===== config.mk =====
export PLATFORM = sky130hd
export DESIGN_NAME = ring_timing_monitor
export DESIGN_NICKNAME = d
export VERILOG_FILES = /design/src/rtl/ring_timing_monitor.sv
export SDC_FILE = /design/constraint.sdc
export NUM_CORES = 1
export LEC_CHECK = 0
export BUFFER_PORTS_ARGS = -buffer_cell sky130_fd_sc_hd__buf_2
export CAP_MARGIN = 10
export CORE_MARGIN = 2
export CORE_UTILIZATION = 45
export CTS_CLUSTER_SIZE = 30
export DETAILED_ROUTE_END_ITERATION = 6
export GPL_TIMING_DRIVEN = 1
export PLACE_DENSITY = 0.65
export SKIP_LAST_GASP = 1
export SYNTH_ARGS = -nofsm -noshare
export SYNTH_HDL_FRONTEND = slang
export SYNTH_SLANG_ARGS = --single-unit
export TNS_END_PERCENT = 20

===== constraint.sdc =====
create_clock -name clk -period 4.3 [get_ports clk]
set_input_delay 0.645 -clock clk [delete_from_list [all_inputs] [get_ports clk]]
set_output_delay 0.645 -clock clk [all_outputs]
set_load 0.1 [all_outputs]

===== src/rtl/ring_timing_monitor.sv =====
// ring_timing_monitor
// Watches the word from a 6-bit one-hot ring counter and tracks its phase.
// Reports whether each sampled word followed the legal sequence, keeps a
// sticky error flag with a saturating error count, and counts completed
// 6-phase cycles.
//
// State is visible on the locked output: locked=1 <=> LOCKED, locked=0 <=> HUNT.
// The block has no handshake. Every output is registered and updates on every
// clock edge. valid qualifies phase for the word sampled at that edge.
module ring_timing_monitor #(
  parameter int CNT_W = 8,
  parameter int ERR_W = 4
) (
  input  logic             clk,
  input  logic             rstn,
  input  logic [5:0]       T_in,
  input  logic             clr_err,
  output logic [2:0]       phase,
  output logic             valid,
  output logic             locked,
  output logic             err,
  output logic [ERR_W-1:0] err_cnt,
  output logic [CNT_W-1:0] cycle_cnt
);

  typedef enum logic {
    HUNT   = 1'b0,
    LOCKED = 1'b1
  } state_t;

  localparam logic [5:0] START_WORD = 6'b100000;
  localparam logic [5:0] LAST_WORD  = 6'b000001;

  state_t     state;
  logic [5:0] last_word;   // last word accepted while in lock
  logic [5:0] expected;
  logic       is_match;
  logic       is_start;
  logic       err_sat;
  logic [2:0] word_idx;

  // Next legal word after the last accepted one, plus decode of T_in.
  always_comb begin
    expected = (last_word == LAST_WORD) ? START_WORD : (last_word >> 1);
    is_match = (T_in == expected);
    is_start = (T_in == START_WORD);
    err_sat  = &err_cnt;
    word_idx = 3'd0;
    case (T_in)
      6'b100000: word_idx = 3'd0;
      6'b010000: word_idx = 3'd1;
      6'b001000: word_idx = 3'd2;
      6'b000100: word_idx = 3'd3;
      6'b000010: word_idx = 3'd4;
      6'b000001: word_idx = 3'd5;
      default:   word_idx = 3'd0;
    endcase
  end

  // Lock FSM with registered outputs. A clear request overrides an error raised on the same edge.
  always_ff @(posedge clk) begin
    if (!rstn) begin
      state     <= HUNT;
      last_word <= 6'b000000;
      phase     <= 3'd0;
      valid     <= 1'b0;
      locked    <= 1'b0;
      err       <= 1'b0;
      err_cnt   <= '0;
      cycle_cnt <= '0;
    end else begin
      if (clr_err) begin
        err     <= 1'b0;
        err_cnt <= '0;
      end
      case (state)
        HUNT: begin
          if (is_start) begin
            state     <= LOCKED;
            locked    <= 1'b1;
            phase     <= 3'd0;
            valid     <= 1'b1;
            last_word <= T_in;
          end else begin
            valid <= 1'b0;
          end
        end
        LOCKED: begin
          if (is_match) begin
            valid     <= 1'b1;
            phase     <= word_idx;
            last_word <= T_in;
            if (last_word == LAST_WORD) begin
              cycle_cnt <= cycle_cnt + CNT_W'(1);
            end
          end else begin
            if (!clr_err) begin
              err <= 1'b1;
              if (!err_sat) begin
                err_cnt <= err_cnt + ERR_W'(1);
              end
            end
            // A start word after a mismatch means the source restarted: relock immediately.
            if (is_start) begin
              phase     <= 3'd0;
              valid     <= 1'b1;
              last_word <= T_in;
            end else begin
              state  <= HUNT;
              locked <= 1'b0;
              valid  <= 1'b0;
            end
          end
        end
        default: begin
          state  <= HUNT;
          locked <= 1'b0;
          valid  <= 1'b0;
        end
      endcase
    end
  end

endmodule

==> reports/summary.md <==
The flow ran to the end, and the final reports show no timing, DRC or antenna violations. The logs give 0 for the setup-violating endpoint count in the final report and 17.3% for the overall fraction of global-route tracks in use. CTS placed an instance of sky130_fd_sc_hd__clkbuf_4 at the clock tree root. The synthesized design contains 24 register bits.

For the netlist area before placement, the log shows 0.00132 mm2. For this run, the number of Yosys warnings is 0. The remaining design rule violation count is 0.

Delay of the slowest cell on the worst path: 0.43 ns. The iteration-0 DRC count of the detailed router was 28; the critical path required time was 4.49 ns. Summing over every cut layer, the via total after detailed routing is 1183. Dividing the detail-routed wire length by the instance count gives 12.9 um. For this design the total switching power over the nets is 0.0000843 W.

Setup repair after global routing left no endpoint under its margin. The areal power density over the cells was 273 mW/mm2. The total overflow left after global routing is 0. The worst setup path is launched from an input port. The number of nets at the end of the flow was 190; the initial antenna violation count was 0. The post-synth net total was 164. The post-cts repair resize count was 0; the clock tree skew after final layout was 0.00491 ns. The area of the core region was 0.00276 mm2.

Number of nets with antenna violations after detailed routing: 0. The average cell area after synthesis is 8.61 um2. The slowest stage of the critical path belongs to the cell sky130_fd_sc_hd__nor4_2. Leakage power figure: 0.576 nW. The wire-length estimate of the detail-placed layout is 2070 um. The number of antenna diodes in the final layout is 0.

The last weighted congestion value of the routability-driven placer was 0.780. The logs give 0.00338 mm2 for the overall die area and 2700 um for the total detailed-routing wirelength. STA puts the critical path data arrival time at 2.17 ns.

The run gives 1040 as the number of global-route vias before repair. Counting buffers and inverters, the worst setup path is 7 cells deep. TritonCTS built the clock tree. met2 is the most crowded layer. The count of input and output buffers is 26, and the met2 usage in global routing is 27.9%.

The share of flip-flops with an asynchronous set or reset after synthesis works out to 0%. The tools report the number of max-capacitance violations reported as 0. The per-cell via count in the routed design works out to 5.66.

Walking the worst path, the cells encountered are buf_2 > xnor2_1 > nand3_2 > nor4_2 > clkbuf_4 > nand3b_1 > a21oi_1. The worst setup path is captured at a flop. In this run the worst path has a maximum fanout of 14. The power share of the combinational group is 6.8%, and the maximum resistive drop on vdd is 224 uV.

For the wire length of the first global-routing pass, the log shows 4540 um. Clock tree synthesis inserted a total of 3 buffers. In the synthesized netlist, the number of instances is 153. The number of clock sinks seen by CTS is 24. The number of hold buffers added after CTS was 0.

The path class of the tightest hold or removal check is flop to flop. The critical path is of the input port to flop type. The synthesized netlist devotes 35.0% of its cell area to simple gates. The area growth from synthesis to layout is 14.0%. Floorplan die height: 58.1 um. Of the cells placed in the final design, the portion with a size suffix greater than 1 is 22.5%. Among all flip-flop cells after synthesis, the most frequent one is sky130_fd_sc_hd__dfxtp_1. The final critical-path setup slack is 2.32 ns, and the first-pass iteration count of the detailed router is 4. The count of H-tree levels built during CTS was 1. Post-CTS timing repair inserted 0 buffers for setup. 27 I/O pins were placed.

The final period demand of the worst path is 1.98 ns. In this run the deepest clock path goes through 2 buffers. The run gives 0 as the final hold violation count. The fraction of met1 tracks used by global routing is 22.7%, and the measured slew at the worst slew-check pin is 0.625 ns. The power share of the sequential group was 54.4%; the normalized max-slew margin was 57.9%. For met3 alone, demand over resource in global routing was 3.35%. The synthesized-area fraction occupied by adder cells is 1.90%, and the switching share of power is 20.5%.

Along the worst hold path, the cell count comes to 2. The share of synthesized area occupied by flip-flops and latches was 36.5%. The logs give 0 for the count of pins over their slew limit and 19 for the floorplan row count. The xor-xnor portion of the synthesized cell area was 6.65%; the share of power burned in the clock network was 38.9%. Measured in cells, the most critical reg-to-reg path has a length of 6. In the finished design, the share of the clock period the worst path needs comes to 46.0%.

Summing the areas of all compound-gate instances in the mapped netlist gives 12.1% of the synthesized area. Main combinational cell family by area after synthesis: simple AND/OR/NAND/NOR gates. Entering global routing, the biggest net connects 18 pins. The logs give 39 for the number of distinct library cell variants in the gate-level netlist after synthesis and 47.8% for the starting density of the core. Timing would allow up to 0.506 GHz. Prior to clock tree synthesis, the placed netlist has a worst setup slack of 1.63 ns. Summed over all failing endpoints, the final setup total negative slack is 0 ns. Broken down by cell family, the worst path's largest delay share belongs to simple AND/OR/NAND/NOR gates.

Counting flops with a built-in enable in the synthesized netlist gives 0. Number of fill cells: 290. The overall die width came out at 58.1 um. The buffering stage count on the worst path with inverters included is 2, and the clock edge transition at the registers on the reported setup and hold paths is 0.13 ns. At the later pin of the worst-skew pair, clock insertion delay measures 0.31 ns. After synthesis, the share of cell area in mux cells is 3.04%. The internal portion of the total power is 0.000326 W.
==> path summary, 6_finish.rpt <==
| check | startpoint | end | slack, ns |
|---|---|---|---|
| worst max-delay path | T_in[2] | last_word[1] | 2.32 |
| worst min-delay path | phase[2] | phase[2] | 0.47 |
| worst max register to register | last_word[4] | last_word[1] | 2.36 |
| worst min register to register | phase[2] | phase[2] | 0.47 |
==> final cells by class <==
type | count | area, um2 | share of cell area [%]
Multi-Input combinational cell | 118 | 773 | 51.5
Sequential cell | 24 | 480 | 32.0
Timing Repair Buffer | 27 | 138 | 9.17
Tap cell | 31 | 38.8 | 2.58
Clock inverter | 1 | 30.0 | 2.00
Clock buffer | 3 | 22.5 | 1.50
Inverter | 5 | 18.8 | 1.25
==> worst reg2reg max path, cell delays in order (launching register included) <==
cell and delay (ns):
sky130_fd_sc_hd__dfxtp_1 0.37, sky130_fd_sc_hd__nor4_1 0.36, sky130_fd_sc_hd__a21boi_1 0.18, sky130_fd_sc_hd__nor4_2 0.39, sky130_fd_sc_hd__clkbuf_4 0.30, sky130_fd_sc_hd__nand3b_1 0.12
sky130_fd_sc_hd__a21oi_1 0.09
==> per-stage QoR <==
stage / hold WS (ns) / cells / area [um2] / util, % / power, W
after floorplan: 0.474 / 153 / 1320 / - / 0.000248
after CTS: 0.483 / 208 / 1490 / 54.2 / 0.000415
after global routing: 0.510 / 209 / 1500 / 54.4 / 0.000428
after detailed placement: 0.467 / 204 / 1440 / 52.3 / 0.000256
final: 0.473 / 209 / 1500 / 54.4 / 0.000410
after global placement: 0.449 / 204 / 1440 / 52.3 / 0.000255
==> metal layers <==
metal | vias up | part of all wire (%)
met4 | 0 | 0.85
met3 | 2 | 4.1
li1 | 603 | -
met2 | 23 | 46
met5 | - | 0
met1 | 555 | 49
==> logic make-up after synthesis <==
logic type,after synthesis
simple gates,77
compound gates,25
flops,24
buf+inv,11
xor+xnor,10
mux,4
fa+ha+maj,2
==> cell usage after synthesis (all sizes together), types with 3 or more instances <==
cell type | n | area share [%]
dfxtp | 24 | 36
nand2 | 14 | 4.0
a21oi | 13 | 4.9
nor2 | 12 | 3.4
nand3 | 8 | 3.8
xnor2 | 8 | 5.3
nand3b | 7 | 4.0
nand2b | 6 | 2.8
nor3 | 6 | 3.5
inv | 5 | 1.4
nor4 | 5 | 2.8
o21ai | 5 | 1.9
mux2i | 4 | 3.0
nand4 | 4 | 1.9
buf | 3 | 2.6
clkbuf | 3 | 0.85
==> sequential cells by signal, indices dropped and copies added (netlist names) <==
name	flops
cycle_cnt	8
last_word	6
err_cnt	4
phase	3
err	1
locked	1
state	1
==> placed cells by master (no fill, tap or decap), drive strengths merged, types with 6 or more instances in the layout <==
master  instances
nand2          14
nand3b          7
dfxtp          24
nor2           12
a21oi          13
nand2b          6
nor3            6
xnor2           8
buf            26
nand3           8
==> power by group through the flow <==
stage               combinational, W  sequential, W  clock, W
finish                     0.0000277       0.000223  0.000160
floorplan                  0.0000181       0.000230         0
detailed placement         0.0000276       0.000228         0
CTS                        0.0000277       0.000223  0.000165
global placement           0.0000270       0.000228         0
global route               0.0000300       0.000223  0.000175
No activity file was read; power rests on OpenSTA's default activity.
